<file path="config.mk">
export PLATFORM = sky130hd
export DESIGN_NAME = ot_fifo64
export DESIGN_NICKNAME = d
export VERILOG_FILES = /design/src/rtl/ot_pkg.sv /design/src/rtl/ot_fifo_mem.sv /design/src/rtl/ot_fifo64.sv
export SDC_FILE = /design/constraint.sdc
export NUM_CORES = 1
export LEC_CHECK = 0
export CAP_MARGIN = 20
export CORE_MARGIN = 2
export CORE_UTILIZATION = 45
export CTS_BUF_LIST = sky130_fd_sc_hd__clkbuf_4
export DETAILED_ROUTE_END_ITERATION = 6
export PLACE_DENSITY_LB_ADDON = 0.15
export SYNTH_ARGS = -nofsm -noshare
export SYNTH_HDL_FRONTEND = slang
export SYNTH_HIERARCHICAL = 1
export SYNTH_SLANG_ARGS = --single-unit
</file>
<file path="constraint.sdc">
create_clock -name clk -period 7.88 [get_ports clk]
set_input_delay 1.182 -clock clk [delete_from_list [all_inputs] [get_ports clk]]
set_output_delay 1.182 -clock clk [all_outputs]
set_load 0.05 [all_outputs]
</file>
<file path="src/rtl/ot_pkg.sv">
`default_nettype none
// ---------------------------------------------------------------------------
// ot_pkg : shared sizing for the output-side bitmux and FIFO.   Rev 1.0
// ---------------------------------------------------------------------------
package ot_pkg;

  localparam int TBITS           = 64;
  localparam int OT_FIFO_DEPTH   = 16;
  localparam int OT_AFULL_MARGIN = 8;
  localparam int OT_LEN_W        = 16;

endpackage
`default_nettype wire

</file>
<file path="src/rtl/ot_fifo_mem.sv">
`default_nettype none
// ---------------------------------------------------------------------------
// ot_fifo_mem : DEPTH x TBITS register file, sync write, async read.   Rev 1.0
// ---------------------------------------------------------------------------
module ot_fifo_mem
  import ot_pkg::*;
#(
  parameter int TBITS  = ot_pkg::TBITS,
  parameter int DEPTH  = OT_FIFO_DEPTH,
  parameter int ADDR_W = $clog2(DEPTH)
) (
  input  logic              clk,
  input  logic              wr_en,
  input  logic [ADDR_W-1:0] wr_addr,
  input  logic [TBITS-1:0]  wr_data,
  input  logic [ADDR_W-1:0] rd_addr,
  output logic [TBITS-1:0]  rd_data
);

  logic [TBITS-1:0] mem [DEPTH];

  // Storage is intentionally not reset; the pointers define validity.
  always_ff @(posedge clk) begin
    if (wr_en) begin
      mem[wr_addr] <= wr_data;
    end
  end

  assign rd_data = mem[rd_addr];

endmodule
`default_nettype wire

</file>
<file path="src/rtl/ot_fifo64.sv">
`default_nettype none
// ---------------------------------------------------------------------------
// ot_fifo64 : FWFT output FIFO with frame-last tagging and sticky overflow.
// Rev 1.0
// ---------------------------------------------------------------------------
module ot_fifo64
  import ot_pkg::*;
#(
  parameter int TBITS        = ot_pkg::TBITS,
  parameter int DEPTH        = OT_FIFO_DEPTH,
  parameter int AFULL_MARGIN = OT_AFULL_MARGIN,
  parameter int LEN_W        = OT_LEN_W
) (
  input  logic                    clk,
  input  logic                    reset,
  input  logic                    valid_din,
  input  logic [TBITS-1:0]        data_din,
  input  logic [LEN_W-1:0]        frame_len,
  input  logic                    m_ready,
  output logic                    m_valid,
  output logic [TBITS-1:0]        m_data,
  output logic                    m_last,
  output logic                    almost_full,
  output logic                    full,
  output logic                    empty,
  output logic [$clog2(DEPTH):0]  count,
  output logic                    overflow
);

  localparam int ADDR_W = $clog2(DEPTH);
  localparam int CNT_W  = ADDR_W + 1;
  localparam logic [CNT_W-1:0] AFULL_LEVEL = CNT_W'(DEPTH - AFULL_MARGIN);

  logic [ADDR_W:0]  wr_ptr;
  logic [ADDR_W:0]  rd_ptr;
  logic [LEN_W-1:0] beat_cnt;
  logic [LEN_W-1:0] last_idx;
  logic             push;
  logic             pop;

  // Flags come from registered pointers only, so acceptance never depends on m_ready.
  assign count       = wr_ptr - rd_ptr;
  assign empty       = (wr_ptr == rd_ptr);
  assign full        = (wr_ptr[ADDR_W] != rd_ptr[ADDR_W]) &&
                       (wr_ptr[ADDR_W-1:0] == rd_ptr[ADDR_W-1:0]);
  assign almost_full = (count >= AFULL_LEVEL);

  assign m_valid = !empty;
  assign push    = valid_din && !full;
  assign pop     = m_valid && m_ready;

  // A zero frame length behaves as a one-beat frame.
  assign last_idx = (frame_len == '0) ? '0 : frame_len - 1'b1;
  assign m_last   = m_valid && (beat_cnt == last_idx);

  always_ff @(posedge clk or posedge reset) begin
    if (reset) begin
      wr_ptr <= '0;
    end else if (push) begin
      wr_ptr <= wr_ptr + 1'b1;
    end
  end

  always_ff @(posedge clk or posedge reset) begin
    if (reset) begin
      rd_ptr <= '0;
    end else if (pop) begin
      rd_ptr <= rd_ptr + 1'b1;
    end
  end

  always_ff @(posedge clk or posedge reset) begin
    if (reset) begin
      beat_cnt <= '0;
    end else if (pop) begin
      beat_cnt <= m_last ? '0 : beat_cnt + 1'b1;
    end
  end

  always_ff @(posedge clk or posedge reset) begin
    if (reset) begin
      overflow <= 1'b0;
    end else if (valid_din && full) begin
      overflow <= 1'b1;
    end
  end

  ot_fifo_mem #(
    .TBITS  (TBITS),
    .DEPTH  (DEPTH),
    .ADDR_W (ADDR_W)
  ) u_mem (
    .clk     (clk),
    .wr_en   (push),
    .wr_addr (wr_ptr[ADDR_W-1:0]),
    .wr_data (data_din),
    .rd_addr (rd_ptr[ADDR_W-1:0]),
    .rd_data (m_data)
  );

endmodule
`default_nettype wire

</file>
### Word level (Yosys, flattened, before mapping)

Memories as Yosys holds them, arrays and structs flattened.
Cells that the tools add are included.

| storage, ports and cells | value |
|---|---|
| flip-flop bits (word level) | 27 |
| memory bits (writable) | 1,024 |
| bits of input ports | 84 |
| output and inout bits | 75 |
| logic and storage cells | 27 |
| memories kept | 1 |

Memory list:

| name | depth | bits a word | rd ports | clocked after memory_dff | wr ports | RTL line | RTL |
|---|---|---|---|---|---|---|---|
| u_mem.mem | 16 | 64 | 1 | 0 | 1 | ot_fifo_mem.sv:20 | `logic [TBITS-1:0] mem [DEPTH];` |

| operators by class | value |
|---|---|
| add/sub/neg operators | 5 |
| $lt $le $gt $ge | 1 |
| equality and inequality tests | 4 |
| multiplexer cells | 4 |
| reduce and logical (&&, ||, !) cells | 8 |

Operators by type and width:

| operator | count |
|---|---|
| 2-to-1 mux 16 bit | 2 |
| adder 16 x 1 -> 16 bit (second input constant) | 1 |
| == test 16 bit | 1 |
| logical NOT 16 bit | 1 |
| subtractor 16 x 1 -> 16 bit (second input constant) | 1 |
| adder 5 x 1 -> 5 bit (second input constant) | 2 |
| == test 5 bit | 1 |
| greater-or-equal comparator 5 x 4 -> 1 bit (second input constant) | 1 |
| logical AND 1 bit | 5 |
| subtractor 5 bit | 1 |
| == test 4 bit | 1 |
| logical NOT 1 bit | 2 |
| 2-to-1 mux 1 bit | 2 |
| inequality test 1 bit | 1 |

### Logic depth before layout (Yosys ltp)

Gate-level depths: netlist (run 1).

| depth | value |
|---|---|
| depth in word-level cells | 6 |
| gate-level depth with buffers | 12 |
| gate-level depth less buffers | 10 |

### Hierarchy

The synthesis (run 1) kept the hierarchy.

By module, submodules not included:

| module | times used | cells each | area each (µm²) | sequential area each (µm²) |
|---|---|---|---|---|
| ot_fifo_mem | 1 | 1,583 | 38,300.5 | 30,749.5 |
| ot_fifo64 | 1 | 269 | 2,318.5 | 675.6 |

### Worst setup path before layout (run 1)

Ideal clock, no wire load.

| timing path | value |
|---|---|
| path type | flip-flop to flip-flop |
| start point | reg wr_ptr[0] |
| end point | mem u_mem.mem[0][0] (enable) |
| library setup time | 0.565 ns |
| data arrival time | 6.498 ns |
| required time | 7.315 ns |
| setup slack | 0.818 ns |
| cell stages (with the launch flop) | 9 |
| buffers on the path | 1 |
| period minus slack after synthesis | 7.062 ns |
| cell sequence | dfrtp_1 inv_1 ha_1 nand4_1 nor2b_1 nor2b_1 clkbuf_1 or3b_2 nor3_1 |

| between the ends | value |
|---|---|
| cells in the longest elaborated chain, start to end | 6 |

RTL lines:

| element | RTL line | RTL |
|---|---|---|
| start: declaration | ot_fifo64.sv:34 | `logic [ADDR_W:0] wr_ptr;` |
| start signal: assignment | ot_fifo64.sv:60 | `wr_ptr <= wr_ptr + 1'b1;` |
| == test 4 bit | ot_fifo64.sv:45 | `(wr_ptr[ADDR_W-1:0] == rd_ptr[ADDR_W-1:0]);` |
| logical AND 1 bit | ot_fifo64.sv:44 | `assign full = (wr_ptr[ADDR_W] != rd_ptr[ADDR_W]) &&` |
| net full | ot_fifo64.sv:24 | `output logic full,` |
| logical NOT 1 bit | ot_fifo64.sv:49 | `assign push = valid_din && !full;` |
| logical AND 1 bit | ot_fifo64.sv:49 |  |
| net push | ot_fifo64.sv:38 | `logic push;` |
| 2-to-1 mux 1 bit | ot_fifo_mem.sv:24 | `if (wr_en) begin` |
| 2-to-1 mux 1 bit (implied by the code) | ot_fifo_mem.sv:25 | `mem[wr_addr] <= wr_data;` |
| end: declaration | ot_fifo_mem.sv:20 |  |

The timed path passes the listed nets, and every way through them passes these cells.

### Worst setup path after layout (run 1)

| timing path | value |
|---|---|
| start point | reg rd_ptr[1] |
| end point | out m_data[4] |

| between the ends | value |
|---|---|
| cells in the longest elaborated chain, start to end | 1 |

RTL lines:

| element | RTL line | RTL |
|---|---|---|
| start: declaration | ot_fifo64.sv:35 | `logic [ADDR_W:0] rd_ptr;` |
| start signal: assignment | ot_fifo64.sv:68 | `rd_ptr <= rd_ptr + 1'b1;` |
| memory read (16 x 64 bit) | n/a |  |
| end: declaration | ot_fifo64.sv:21 | `output logic [TBITS-1:0] m_data,` |

No other way between the ends.

==> impl_metrics.env, run 1 <==
export IMPL_status="complete, no violations"
export IMPL_clk_pin_slew_ps=60
export IMPL_hpwl_mm=47.2
export IMPL_ctsResizeCount=0
export IMPL_finClkSkew_ps=71.1
export IMPL_leakagePower_nw=15.2
export IMPL_rsz0062_at_grt="no"
export IMPL_grt_max_degree=96
export IMPL_synth_ff_type="edfxtp_1"
export IMPL_drt_iter0_markers=1677
export IMPL_drive_gt1_share_pct=31.4
export IMPL_critPathLaunchType="register"
export IMPL_fin_crit_sh_pct=78.7
export IMPL_synth_seq_cells=1051
export IMPL_setup_violations=0
export IMPL_final_cell_mix="edfxtp_1 (1,024), clkbuf_4 (403), mux4_2 (256)"
export IMPL_start_util_pct=45.3
export IMPL_synth_cell_types=62
export IMPL_synthCells=1852
export IMPL_vdd_drop_max_v=0.000248
export IMPL_firstDrtPassIters=5
export IMPL_worstSetupPathType="reg2out"
export IMPL_synth_area_um2=40600
export IMPL_dp_cells=3135
export IMPL_hold_ws_ps=470
export IMPL_crit_required_ps=6700
export IMPL_async_flop_share_pct=2.57
export IMPL_synth_top_family_by_area="multiplexers"
export IMPL_synth_xor_area_share_pct=0.841
export IMPL_cts_tree="built"
export IMPL_swShare_pct=35.5
export IMPL_synth_compound_area_share_pct=3.13
export IMPL_slew_headroom_pct=24.9
export IMPL_grt_remaining_overflow=0
export IMPL_drc=0
export IMPL_layout_commonest_cell="edfxtp_1"
export IMPL_syn_to_final_growth_pct=15.9
export IMPL_synth_edf_count=1024
export IMPL_cp_max_fo=61
export IMPL_grt_use_total_pct=20.8
export IMPL_clock_sinks=1051
export IMPL_worst_pin_slew_ps=1120
export IMPL_fp_dieW_um=304
export IMPL_slew_viol_final=0
export IMPL_grt_pass1_wl_mm=140
export IMPL_grt_antenna_before_repair=9
export IMPL_p_seq_share_pct=38.9
export IMPL_dieArea_um2=92700
export IMPL_fmax_mhz=161
export IMPL_pwr_share_comb_pct=36.3
export IMPL_cts_made_buffers=291
export IMPL_regArea_um2=31400
export IMPL_ys_seq_area_share_pct=77.4
export IMPL_num_vias=20500
export IMPL_p_clk_share_pct=24.8
export IMPL_routed_wl_mm=95.1
export IMPL_postCtsSetupBuffers=0
export IMPL_fin_nets=2346
export IMPL_vias_per_cell=5.69
export IMPL_ant_nets=0
export IMPL_core_um2=89700
export IMPL_synth_fa_ha_area_share_pct=0.296
export IMPL_synthSimpleGateAreaFrac_pct=2.69
export IMPL_switchingPower_w=0.00639
export IMPL_die_h_um=304
export IMPL_syn_num_nets=1945
export IMPL_avgSynthCellArea_um2=21.9
export IMPL_synth_warnings=6
export IMPL_place_congestion=0.813
export IMPL_ios=159
export IMPL_tns_ps=0
export IMPL_hold_viol_final=0
export IMPL_htree_levels=5
export IMPL_maxCapViolations=0
export IMPL_ctsRootBufferMaster="clkbuf_4"
export IMPL_grt_pass1_vias=21900
export IMPL_max_clock_path_buffers=4
export IMPL_power_per_cell_area_nw_per_um2=382
export IMPL_avgRoutedWirePerCell_um=26.4
export IMPL_synthMuxAreaShare_pct=14.3
export IMPL_multiInputGateArea_um2=8760
export IMPL_p_int_w=0.0116
export IMPL_clk_latency_ps=1050
export IMPL_hold_buffers=0
export IMPL_nFillCells=7174
export IMPL_worstPathArrival_ps=5020
export IMPL_num_rows=110
export IMPL_endpoint_kind="primary output"
export IMPL_hp_class="reg2reg"
export IMPL_portBuffers=158
export IMPL_post_route_min_period_ps=6200
export IMPL_stdcell_count=3597
layout make-up:
| type | instances | share of cell area, % |
|---|---|---|
| multi-input combinational | 689 | 18.6 |
| timing repair buffer | 204 | 4.36 |
| sequential | 1051 | 66.7 |
| inverter | 16 | 0.128 |
| clock buffer | 403 | 6.42 |
| clock inverter | 55 | 0.614 |
| antenna | 3 | 0.0159 |
| tap | 1176 | 3.12 |
logic make-up (layout without fill, tap and decap cells):
kind of cell,after synthesis,in the layout
other cells,0,3
fa+ha+maj,9,9
buf+inv,112,678
simple gates,213,213
xor+xnor,39,39
flops,1051,1051
compound gates,169,169
mux,259,259
worst max-delay path, stage by stage (launching register included):
cell and delay, ps:
dfrtp_4 1050, buf_4 570, buf_4 720, mux4_2 400, a22oi_1 250, nand2_1 180
clkdlybuf4s50_1 740
synth_stat cells, drive strengths merged, types with 11 or more instances:
cell    number  area (um^2)
dfrtp       27          676
buf         52          345
edfxtp    1024        30700
clkbuf      44          166
xor2        12          105
nor3        12         60.1
a22oi      129          968
mux4       256         5770
nand3       15         75.1
inv         16         60.1
nor2        46          173
nand4       11         75.1
xnor2       27          236
nand2       80          300
stage by stage:
stage	util, %	setup WS [ps]	total power (W)	area (um^2)
after floorplan	-	818	0.0116	40600
after global placement	48.7	1790	0.0137	43700
after detailed placement	48.8	1730	0.0138	43800
after CTS	52.5	1480	0.0183	47100
after global routing	52.5	1420	0.0189	47100
final	52.5	1680	0.0180	47100
registers in the layout, indices dropped and copies added, names as in the netlist:
name,flops
rd_ptr,5
overflow,1
u_mem/mem,1024
wr_ptr,5
beat_cnt,16
worst paths after layout:
kind                            startpoint              end  slack, ps  cells after the start
worst max-delay path             rd_ptr[1]        m_data[4]       1680                      6
worst min-delay path              overflow         overflow        470                      1
worst max register to register   rd_ptr[1]  u_mem/mem[0][4]       3000                      9
worst min register to register    overflow         overflow        470                      1
max in group asynchronous            reset        rd_ptr[1]       7060                      3
min in group asynchronous            reset     beat_cnt[15]        500                      3
layer usage:
metal	wire (um)	GRT usage, %
met1	40000	27.3
met2	48500	34.6
met3	4910	4.53
met4	1610	6.83
met5	80	0
power by group through the flow:
stage	Combinational (W)	Sequential, W	Clock (W)
after global placement	0.00661	0.00710	0
after global routing	0.00692	0.00705	0.00491
after floorplan	0.00456	0.00702	0
after CTS	0.00666	0.00701	0.00463
after detailed placement	0.00664	0.00713	0
final	0.00653	0.00700	0.00447
Note: power is estimated with default switching activity, not from simulation.
==> run 2, diff against run 1 <==
Clock period 7.88 ns to 6.3 ns, I/O delays scaled along.
==> run 2 against run 1 <==
Sequential share of layout area decreased by 0.071 points. Via count increased by 0.49%. Global-route usage decreased by 0.16 points. Count of clock-buffer cells in the layout increased by 2. Power increased by 25%. Die area unchanged. Worst hold slack got worse by 260 ps. Worst setup slack got worse by 1000 ps. Routed wire length decreased by 1.4%. First-iteration DRC count decreased by 4.7%.
==> impl_metrics.env, run 2 (same netlist as run 1, synthesis figures left out) <==
export IMPL_avgRoutedWirePerCell_um=26.1
export IMPL_firstDrtPassIters=5
export IMPL_grt_antenna_before_repair=10
export IMPL_drc=0
export IMPL_grt_pass1_wl_mm=139
export IMPL_fin_area_um2=47100
export IMPL_ctsResizeCount=0
export IMPL_placed_area_um2=43800
export IMPL_setup_violations=0
export IMPL_fp_dieW_um=304
export IMPL_num_vias=20600
export IMPL_htree_levels=5
export IMPL_endpoint_kind="primary output"
export IMPL_critPathLaunchType="input pin"
export IMPL_status="complete, no violations"
export IMPL_crit_required_ps=5350
export IMPL_hpwl_mm=46.3
export IMPL_fin_crit_sh_pct=89.5
export IMPL_reg2reg_slack_ps=2060
export IMPL_finalPower_w=0.0225
export IMPL_core_um2=89700
export IMPL_final_cell_mix="edfxtp_1 (1,024), clkbuf_4 (405), mux4_2 (256)"
export IMPL_drive_gt1_share_pct=31.7
export IMPL_syn_to_final_growth_pct=16.1
export IMPL_hold_viol_final=0
export IMPL_wl_met2_mm=46.7
export IMPL_clk_latency_ps=1120
export IMPL_ant_nets=0
export IMPL_vdd_drop_max_v=0.000390
export IMPL_vias_per_cell=5.73
export IMPL_ctsRootBufferMaster="clkbuf_4"
export IMPL_cp_max_fo=6
export IMPL_largest_reg_flops=1024
export IMPL_rsz0062_at_grt="no"
export IMPL_start_util_pct=45.3
export IMPL_grt_pass1_vias=21900
export IMPL_hold_buffers=0
export IMPL_cts_tree="built"
export IMPL_num_rows=110
export IMPL_fin_nets=2344
export IMPL_hp_class="in2async"
export IMPL_dieArea_um2=92700
export IMPL_top_layer="met5"
export IMPL_layout_commonest_cell="edfxtp_1"
export IMPL_reg_top3="u_mem/mem x1024, beat_cnt x16"
export IMPL_hold_ws_ps=206
export IMPL_r2r_end="u_mem/mem[10][23]"
export IMPL_ios=159
export IMPL_place_congestion=0.798
export IMPL_met3_length_mm=5.99
export IMPL_slew_viol_final=0
export IMPL_finClkSkew_ps=71.3
export IMPL_max_clock_path_buffers=4
export IMPL_routed_wl_mm=93.8
export IMPL_postCtsSetupBuffers=0
export IMPL_die_h_um=304
export IMPL_leakagePower_nw=15.2
export IMPL_top_register="u_mem/mem"
export IMPL_portBuffers=158
export IMPL_fmax_mhz=177
export IMPL_grt_max_degree=140
export IMPL_worstPathArrival_ps=4690
export IMPL_slew_headroom_pct=30.6
export IMPL_wl_met1_mm=39.3
export IMPL_post_route_min_period_ps=5640
export IMPL_grt_remaining_overflow=0
export IMPL_worstSetupPathType="in2out"
export IMPL_worst_pin_slew_ps=1040
export IMPL_power_per_cell_area_nw_per_um2=478
export IMPL_maxCapViolations=0
export IMPL_clock_sinks=1051
export IMPL_grt_use_total_pct=20.6
export IMPL_tns_ps=0
export IMPL_cts_made_buffers=289
export IMPL_r2r_cells=8
export IMPL_r2r_start="wr_ptr[0]"
export IMPL_clk_pin_slew_ps=60
export IMPL_drt_iter0_markers=1598
## run 2: per-stage QoR
stage / cells / worst slack, ps / util [%]
finish: 3591 / 664 / 52.5
global route: 3589 / 466 / 52.5
CTS: 3580 / 684 / 52.5
detailed placement: 3135 / 695 / 48.8
global placement: 3135 / 765 / 48.8
floorplan: 1852 / -459 / -
## run 2: worst max path at each step
stage / from / endpoint / slack [ps] / cells past startpoint
after floorplan: wr_ptr[0] / u_mem/mem[4][0] / -460 / 8
after global placement: frame_len[0] / m_last / 770 / 11
after detailed placement: frame_len[0] / m_last / 700 / 11
after CTS: frame_len[0] / m_last / 680 / 11
after global routing: frame_len[0] / m_last / 470 / 11
final: frame_len[0] / m_last / 660 / 11
## run 2: final cells by class
cell class,count,area [um^2]
Antenna cell,10,25.0
Tap cell,1176,1470
Multi-Input combinational cell,689,8760
Sequential cell,1051,31400
Fill cell,7108,42600
Inverter,16,60.1
Timing Repair Buffer,204,2130
Clock buffer,405,3040
Clock inverter,40,218
## run 2: metal layers
metal	GRT usage [%]	vias to the layer above
li1	-	8789
met1	27.9	10900
met2	33.1	738
met3	4.60	167
met4	7.45	12
met5	0	-
## run 2: power breakdown
group          total [W]  internal (W)  switching [W]
combinational    0.00826       0.00311        0.00516
sequential       0.00868       0.00843       0.000249
clock            0.00558       0.00300        0.00258
## run 2: critical path, stage by stage
cell	delay (ps)
clkdlybuf4s50_1	570
inv_1	120
ha_1	200
or3b_2	570
nor4_2	330
o31a_1	210
o221ai_1	140
a211oi_1	330
o32a_1	240
and3_1	200
clkdlybuf4s50_1	820
==> run 3, diff against run 2 <==
Settings changed: CORE_MARGIN 2 to 5.
==> run 3 against run 2 <==
Sequential cell count is the same. Clock power grew 0.9%. Cell area is essentially flat. Routed wire length shrank 0.42%. Via count shrank 1.3%. Clock skew grew 26 ps.
==> impl_metrics.env, run 3 (same netlist as run 1, synthesis figures left out) <==
export IMPL_slew_headroom_pct=24.4
export IMPL_rsz0062_at_grt="no"
export IMPL_clk_pin_slew_ps=60
export IMPL_grt_antenna_before_repair=11
export IMPL_setup_ws_ps=733
export IMPL_fin_crit_sh_pct=88.4
export IMPL_cts_tree="built"
export IMPL_ios=159
export IMPL_r2r_start="rd_ptr[1]"
export IMPL_reg_top3="u_mem/mem x1024, beat_cnt x16"
export IMPL_routed_wl_mm=93.4
export IMPL_grt_max_degree=139
export IMPL_leakagePower_nw=15.2
export IMPL_drt_iter0_markers=1404
export IMPL_drc=0
export IMPL_grt_pass1_wl_mm=140
export IMPL_worst_pin_slew_ps=1130
export IMPL_post_route_min_period_ps=5570
export IMPL_num_rows=110
export IMPL_drive_gt1_share_pct=31.8
export IMPL_ctsResizeCount=0
export IMPL_status="complete, no violations"
export IMPL_startpoint="frame_len[0]"
export IMPL_slew_viol_final=0
export IMPL_max_clock_path_buffers=4
export IMPL_top_register="u_mem/mem"
export IMPL_postCtsSetupBuffers=0
export IMPL_fin_nets=2343
export IMPL_maxCapViolations=0
export IMPL_fmax_mhz=180
export IMPL_hold_buffers=0
export IMPL_htree_levels=5
export IMPL_finClkSkew_ps=96.8
export IMPL_hp_class="in2async"
export IMPL_clock_sinks=1051
export IMPL_syn_to_final_growth_pct=16.2
export IMPL_place_congestion=0.793
export IMPL_fin_area_um2=47200
export IMPL_largest_reg_flops=1024
export IMPL_hpwl_mm=48.0
export IMPL_power_per_cell_area_nw_per_um2=478
export IMPL_final_cell_mix="edfxtp_1 (1,024), clkbuf_4 (412), mux4_2 (256)"
export IMPL_die_h_um=310
export IMPL_cp_max_fo=9
export IMPL_clk_latency_ps=1100
export IMPL_grt_use_total_pct=19.7
export IMPL_start_util_pct=45.2
export IMPL_worstPathArrival_ps=4620
export IMPL_layout_commonest_cell="edfxtp_1"
export IMPL_grt_remaining_overflow=0
export IMPL_dp_slack_ps=739
export IMPL_ant_nets=0
export IMPL_placed_area_um2=43800
export IMPL_grt_pass1_vias=22100
export IMPL_setup_violations=0
export IMPL_cts_made_buffers=290
export IMPL_crit_required_ps=5350
export IMPL_num_vias=20300
export IMPL_nFillCells=7142
export IMPL_ctsRootBufferMaster="clkbuf_4"
export IMPL_utilization_pct=52.5
export IMPL_vias_per_cell=5.65
export IMPL_endpoint_kind="primary output"
export IMPL_worstSetupPathType="in2out"
export IMPL_critPathLaunchType="input pin"
export IMPL_dieArea_um2=96400
export IMPL_core_um2=89900
export IMPL_portBuffers=158
export IMPL_fp_dieW_um=310
export IMPL_hold_viol_final=0
export IMPL_vdd_drop_max_v=0.000504
export IMPL_avgRoutedWirePerCell_um=26.0
export IMPL_firstDrtPassIters=5
-- run 3: final cells by class --
class	instances	area, um^2	area share [%]
timing repair buffer	202	2140	4.53
antenna	7	17.5	0.0371
clock inverter	39	211	0.448
multi-input combinational	689	8760	18.6
tap	1176	1470	3.12
inverter	16	60.1	0.127
sequential	1051	31400	66.6
clock buffer	412	3090	6.55
-- run 3: worst paths after layout --
check | end | slack, ps | cells after the start
setup / recovery | m_last | 730 | 11
hold / removal | beat_cnt[1] | 150 | 2
setup reg to reg | u_mem/mem[2][37] | 1900 | 8
hold reg to reg | overflow | 470 | 1
max in group asynchronous | beat_cnt[11] | 5720 | 3
min in group clk | overflow | 470 | 1
-- run 3: routing by layer --
layer / share of wire (%) / GRT usage [%]
met1: 42 / 26.2
met2: 50 / 32.4
met4: 1.4 / 5.35
met3: 6.7 / 5.67
met5: 0.054 / 0
-- run 3: power breakdown --
group | total [W] | leakage (nW) | switching (W) | internal, W
logic | 0.00816 | 3.64 | 0.00507 | 0.00310
clock network | 0.00563 | 2.01 | 0.00258 | 0.00304
registers | 0.00877 | 9.59 | 0.000348 | 0.00842
total | 0.0226 | 15.2 | 0.00800 | 0.0146
-- run 3: through the flow --
stage / total power, W / TNS (ps) / cells / hold WS [ps]
after floorplan: 0.0145 / -87220 / 1852 / 464
after global placement: 0.0172 / 0 / 3132 / 444
after detailed placement: 0.0172 / 0 / 3133 / 455
after CTS: 0.0230 / 0 / 3584 / 361
after global routing: 0.0238 / 0 / 3586 / 36.1
final: 0.0226 / 0 / 3592 / 155
-- run 3: critical path: stages --
cell             delay (ps)
clkdlybuf4s50_1         520
inv_1                   100
ha_1                    200
nor3b_2                 410
nand4_2                 340
or3_1                   420
a221oi_2                270
nand3_1                 130
a211oi_2                250
and3_1                  220
clkdlybuf4s50_1         810
